File: config.mk
export PLATFORM = sky130hd
export DESIGN_NAME = fp_adder_pipe
export DESIGN_NICKNAME = d
export VERILOG_FILES = /design/src/rtl/fp_adder_pkg.sv /design/src/rtl/fp_align_shifter.sv /design/src/rtl/fp_adder_pipe.sv
export SDC_FILE = /design/constraint.sdc
export NUM_CORES = 1
export LEC_CHECK = 0
export ABC_AREA = 1
export BUFFER_PORTS_ARGS = -buffer_cell sky130_fd_sc_hd__buf_4
export CAP_MARGIN = 10
export CORE_MARGIN = 8
export CORE_UTILIZATION = 45
export DETAILED_ROUTE_END_ITERATION = 10
export PLACE_DENSITY_LB_ADDON = 0.12
export SYNTH_ARGS = -nofsm -noshare
export SYNTH_HDL_FRONTEND = slang
export SYNTH_HIERARCHICAL = 1
export SYNTH_SLANG_ARGS = --single-unit
File: constraint.sdc
create_clock -name clk -period 1.9 [get_ports clk]
set_input_delay 0 -clock clk [delete_from_list [all_inputs] [get_ports clk]]
set_output_delay 0 -clock clk [all_outputs]
set_load 0.01 [all_outputs]
File: src/rtl/fp_adder_pkg.sv
// Shared widths, operand field helpers and stage payload layouts for the pipelined FP adder.
package fp_adder_pkg;

    localparam int EXP_W_DEF = 2;
    localparam int MAN_W_DEF = 4;
    localparam int W = EXP_W_DEF + MAN_W_DEF;

    // Payload layouts at the default widths; the top declares the same layout against its own parameters.
    typedef struct packed {
        logic [EXP_W_DEF-1:0] exp_big;
        logic [MAN_W_DEF-1:0] man_big;
        logic [MAN_W_DEF-1:0] man_small;
        logic [EXP_W_DEF-1:0] d;
    } s1_t;

    typedef struct packed {
        logic [EXP_W_DEF-1:0] exp_big;
        logic [MAN_W_DEF:0]   sum;
        logic                 guard;
        logic                 sticky;
    } s2_t;

    function automatic logic [EXP_W_DEF-1:0] fp_exp(input logic [W-1:0] op);
        return op[W-1:MAN_W_DEF];
    endfunction

    function automatic logic [MAN_W_DEF-1:0] fp_man(input logic [W-1:0] op);
        return op[MAN_W_DEF-1:0];
    endfunction

endpackage

File: src/rtl/fp_align_shifter.sv
// Right-aligns the smaller mantissa by d, reporting the first discarded bit (guard) and the OR of the rest (sticky).
module fp_align_shifter
    import fp_adder_pkg::*;
#(
    parameter int EXP_W = EXP_W_DEF,
    parameter int MAN_W = MAN_W_DEF
) (
    input  logic [MAN_W-1:0] man,
    input  logic [EXP_W-1:0] d,
    output logic [MAN_W-1:0] aligned,
    output logic             guard,
    output logic             sticky
);

    always_comb begin
        aligned = '0;
        guard   = 1'b0;
        sticky  = 1'b0;
        if (int'(d) < MAN_W) begin
            aligned = man >> d;
        end
        // Bit i lands one place below the LSB when d == i+1, further below otherwise.
        for (int i = 0; i < MAN_W; i++) begin
            if (int'(d) == i + 1) begin
                guard = man[i];
            end else if (int'(d) > i + 1) begin
                sticky = sticky | man[i];
            end
        end
    end

endmodule

File: src/rtl/fp_adder_pipe.sv
// 3-stage unsigned FP adder with valid/ready, exponent saturation and inexact flag.
// Define FP_ADDER_ROUND_NEAREST_EN for round-to-nearest-even; otherwise the result is truncated.
module fp_adder_pipe
    import fp_adder_pkg::*;
#(
    parameter int EXP_W = EXP_W_DEF,
    parameter int MAN_W = MAN_W_DEF
) (
    input  logic                   clk,
    input  logic                   rst,
    input  logic                   in_valid,
    output logic                   in_ready,
    input  logic [EXP_W+MAN_W-1:0] in_a,
    input  logic [EXP_W+MAN_W-1:0] in_b,
    output logic                   out_valid,
    input  logic                   out_ready,
    output logic [EXP_W+MAN_W-1:0] out_sum,
    output logic                   out_ovf,
    output logic                   out_inexact
);

    localparam int OP_W = EXP_W + MAN_W;

    typedef struct packed {
        logic [EXP_W-1:0] exp_big;
        logic [MAN_W-1:0] man_big;
        logic [MAN_W-1:0] man_small;
        logic [EXP_W-1:0] d;
    } st1_t;

    typedef struct packed {
        logic [EXP_W-1:0] exp_big;
        logic [MAN_W:0]   sum;
        logic             guard;
        logic             sticky;
    } st2_t;

    logic en;
    logic v1, v2;
    st1_t s1_d, s1_q;
    st2_t s2_d, s2_q;

    logic [EXP_W-1:0] exp_a, exp_b;
    logic [MAN_W-1:0] man_a, man_b;
    logic             swap;

    assign en       = !out_valid || out_ready;
    assign in_ready = en;

    assign exp_a = in_a[OP_W-1:MAN_W];
    assign exp_b = in_b[OP_W-1:MAN_W];
    assign man_a = in_a[MAN_W-1:0];
    assign man_b = in_b[MAN_W-1:0];

    // A zero mantissa is always the small side so the other operand passes through with its exponent intact.
    assign swap = (man_b != '0) && ((man_a == '0) || (exp_b > exp_a));

    always_comb begin
        s1_d = '0;
        if (swap) begin
            s1_d.exp_big   = exp_b;
            s1_d.man_big   = man_b;
            s1_d.man_small = man_a;
            s1_d.d         = exp_b - exp_a;
        end else begin
            s1_d.exp_big   = exp_a;
            s1_d.man_big   = man_a;
            s1_d.man_small = man_b;
            s1_d.d         = exp_a - exp_b;
        end
    end

    logic [MAN_W-1:0] aligned;
    logic             al_guard, al_sticky;

    fp_align_shifter #(
        .EXP_W (EXP_W),
        .MAN_W (MAN_W)
    ) u_align (
        .man     (s1_q.man_small),
        .d       (s1_q.d),
        .aligned (aligned),
        .guard   (al_guard),
        .sticky  (al_sticky)
    );

    always_comb begin
        s2_d.exp_big = s1_q.exp_big;
        s2_d.sum     = {1'b0, s1_q.man_big} + {1'b0, aligned};
        s2_d.guard   = al_guard;
        s2_d.sticky  = al_sticky;
    end

    logic             carry, g_n, st_n;
    logic [MAN_W-1:0] man_n, man_r;
    logic [EXP_W+1:0] exp_n;
    logic             ovf_n;
    logic [OP_W-1:0]  sum_n;
`ifdef FP_ADDER_ROUND_NEAREST_EN
    logic             rnd_inc, rnd_carry;
`endif

    always_comb begin
        carry = s2_q.sum[MAN_W];
        if (carry) begin
            man_n = s2_q.sum[MAN_W:1];
            g_n   = s2_q.sum[0];
            st_n  = s2_q.guard | s2_q.sticky;
        end else begin
            man_n = s2_q.sum[MAN_W-1:0];
            g_n   = s2_q.guard;
            st_n  = s2_q.sticky;
        end
        // Two spare exponent bits catch both the normalise and the rounding carry before saturation.
        exp_n = {2'b00, s2_q.exp_big} + (EXP_W+2)'(carry);
`ifdef FP_ADDER_ROUND_NEAREST_EN
        rnd_inc = g_n && (st_n || man_n[0]);
        {rnd_carry, man_r} = {1'b0, man_n} + (MAN_W+1)'(rnd_inc);
        if (rnd_carry) begin
            man_r = {1'b1, {(MAN_W-1){1'b0}}};
            exp_n = exp_n + (EXP_W+2)'(1);
        end
`else
        man_r = man_n;
`endif
        ovf_n = |exp_n[EXP_W+1:EXP_W];
        sum_n = ovf_n ? '1 : {exp_n[EXP_W-1:0], man_r};
    end

    always_ff @(posedge clk) begin
        if (rst) begin
            v1          <= 1'b0;
            v2          <= 1'b0;
            out_valid   <= 1'b0;
            out_sum     <= '0;
            out_ovf     <= 1'b0;
            out_inexact <= 1'b0;
        end else if (en) begin
            v1        <= in_valid;
            s1_q      <= s1_d;
            v2        <= v1;
            s2_q      <= s2_d;
            out_valid <= v2;
            if (v2) begin
                out_sum     <= sum_n;
                out_ovf     <= ovf_n;
                out_inexact <= g_n | st_n;
            end
        end
    end

endmodule
==> results_dict.tcl <==
set metrics [dict create \
    core_um2 3606 \
    avgSynthCellArea_um2 8.478 \
    drcViolationCount 0 \
    ff2ff_path_depth 8 \
    netlist_area_um2 1662 \
    wl_met3_um 124 \
    io_pins 26 \
    ctsHtreeMaxLevel 2 \
    vias 1318 \
    start_kind "flop" \
    dieArea_um2 5893 \
    synth.yosys.seq_area_share 0.5120 \
    routabilityCongestion 0.7966 \
    status "finished clean" \
    cts_inserted_buffers 5 \
    tritoncts "done" \
    wl_per_cell_um 10.79 \
    overflow 0 \
    r2r_end "carry" \
    fp-row-count 22 \
    grt_first_pass_wirelength_um 5188 \
    die_w_um 76.77 \
    timing.rr.start "s1_q[0]" \
    crit_start "s1_q[0]" \
    num_antenna_cells 0 \
    drv_slew 0 \
    track_usage 0.1086 \
    holdCritPathClass "in -> reg" \
    maxCapViolations 0 \
    fp.dieH_um 76.77 \
    first_global_vias 1307 \
    grt_antenna_before_repair 0 \
    ys.flop_type "edfxtp_1" \
    worst_pin_slew_ps 378.1 \
    grt_max_degree 22 \
    synth_nets 222 \
    finalClockSkew_ps 6.033 \
    firstDrtPassIters 4 \
    leakagePower_nw 0.9895 \
    met1_length_um 1255 \
    area_delta_synth_final_pct 21.01 \
    worstPathRequired_ps 1930 \
    rsz0062_at_grt "false" \
    cts_root_buf "clkbuf_8" \
    synth-edff-count 21 \
    synth_seq_cells 32 \
    ys.warnings.count 6 \
    fin_hold_ws_ps 17.07 \
    cts_sinks 32 \
    top_layer_used "met4" \
    power_density_nw_per_um2 847.2 \
    hold_viol 0 \
    slew_headroom 0.7474 \
    r2r_slack_ps 110 \
    drtIter0Drc 40 \
    viasPerCell 4.724 \
    wl_um 3011 \
    async_flop_share 0 \
    setup_tns_ps 0 \
    worstPathMaxFanout 6 \
    wl_met2_um 1568 \
    insertion_delay_ps 280 \
    max-vdd-ir-drop_uv 367.2 \
    io_buffers 25 \
    endpoint "carry" \
    period_minus_slack_ps 1785 \
    drive_gt1_frac 0.1732 \
    fin_cells 279 \
    critPathCaptureType "flop" \
    clk_pin_slew_ps 60 \
    setup_viol_count_final 0 \
    nets 256 \
    netlist_instances 196 \
    post-cts-setup-buffers 0 \
    worst_ep_arrival_time_ps 1810 \
    ys_types 22 \
    clock.fmax_mhz 560.1 \
    clk_path_buf_depth 2 \
    path_class "reg -> reg" \
    post-route-period-util 0.9397 \
    dp.cells 268 \
    initial_utilization 0.4608 \
    dpl.hpwl_um 2393 \
    drtAntennaViolNets 0 \
]
==> synth_stat cells, types with 2 or more instances <==
library cell	count	area share
nand2_1	60	0.14
edfxtp_1	21	0.38
inv_1	23	0.052
nor2_1	28	0.063
dfxtp_1	11	0.13
nand2_2	3	0.011
ha_1	8	0.060
a21oi_1	6	0.018
nand2_4	2	0.014
nand3_1	18	0.054
fa_1	2	0.024
o21ai_0	4	0.012
==> kinds of logic after synthesis <==
group / share of synthesized area
AND/OR/NAND/NOR: 0.2907
buffers and inverters: 0.06777
XOR/XNOR: 0.01054
adder cells (fa/ha/maj): 0.08434
flip-flops: 0.5120
AO/OA/AOI/OAI: 0.03464
==> critical path, stage by stage (launching register included) <==
cell and delay [ps]:
edfxtp_1 460, inv_2 120, nand2_2 60, nand3_1 70, nand2_1 60, ha_1 210
fa_2 360, a21oi_1 130, o21bai_1 70
==> metrics by stage <==
stage,utilization,power [mW],setup slack [ps],cell area (um^2)
CTS,0.5569,1.723,58.27,2008
global route,0.5576,1.810,10.30,2011
global placement,0.5264,1.220,137.7,1898
detailed placement,0.5264,1.237,62.96,1898
floorplan,-,1.126,118.8,1662
finish,0.5576,1.703,114.5,2011
==> placed cells by master, fill, tap and decap left out, drive strengths merged, types with 4 or more instances in the layout <==
cell	count
nand2	65
nor2	28
buf	26
inv	24
edfxtp	21
nand3	19
dfxtp	11
ha	8
clkbuf	7
a21oi	6
o21ai	4
==> worst min path at each step <==
stage / startpoint / to / cells past startpoint
floorplan: rst / out_valid / 1
global placement: rst / out_valid / 2
detailed placement: rst / out_valid / 2
CTS: in_a[1] / s1_q[7] / 3
global route: in_b[2] / s1_q[4] / 3
finish: in_b[3] / s1_q[5] / 3
==> sequential cells by signal (all words and copies together) (netlist names) <==
signal	cells
v1	1
out_ovf	1
out_inexact	1
v2	1
out_valid	1
s1_q	12
carry	1
out_sum	6
s2_q	8
==> layout make-up <==
| class | instances | area (um^2) |
|---|---|---|
| Sequential cell | 32 | 850.8 |
| Clock inverter | 1 | 3.754 |
| Multi-Input combinational cell | 137 | 700.7 |
| Fill cell | 350 | 1595 |
| Timing Repair Buffer | 29 | 225.2 |
| Clock buffer | 7 | 76.32 |
| Tap cell | 48 | 60.06 |
| Inverter | 25 | 93.84 |
==> routing by layer <==
| metal | global-route usage | vias to the layer above |
|---|---|---|
| li1 | - | 690 |
| met2 | 0.2014 | 26 |
| met3 | 0.03147 | 6 |
| met5 | 0 | - |
| met1 | 0.09909 | 596 |
| met4 | 0.07500 | 0 |
==> report_power, final <==
part / total [mW] / switching (mW) / internal [mW]
logic: 0.341 / 0.195 / 0.146
registers: 0.883 / 0.0415 / 0.842
clock network: 0.479 / 0.224 / 0.254
==> timing repair <==
action | in CTS | in global routing
hold endpoints to repair | 3 | 0
resized for setup | 0 | 1
hold buffers | 3 | 0
endpoints found under the setup margin | 0 | 2
(Power assumes the default switching activity.)
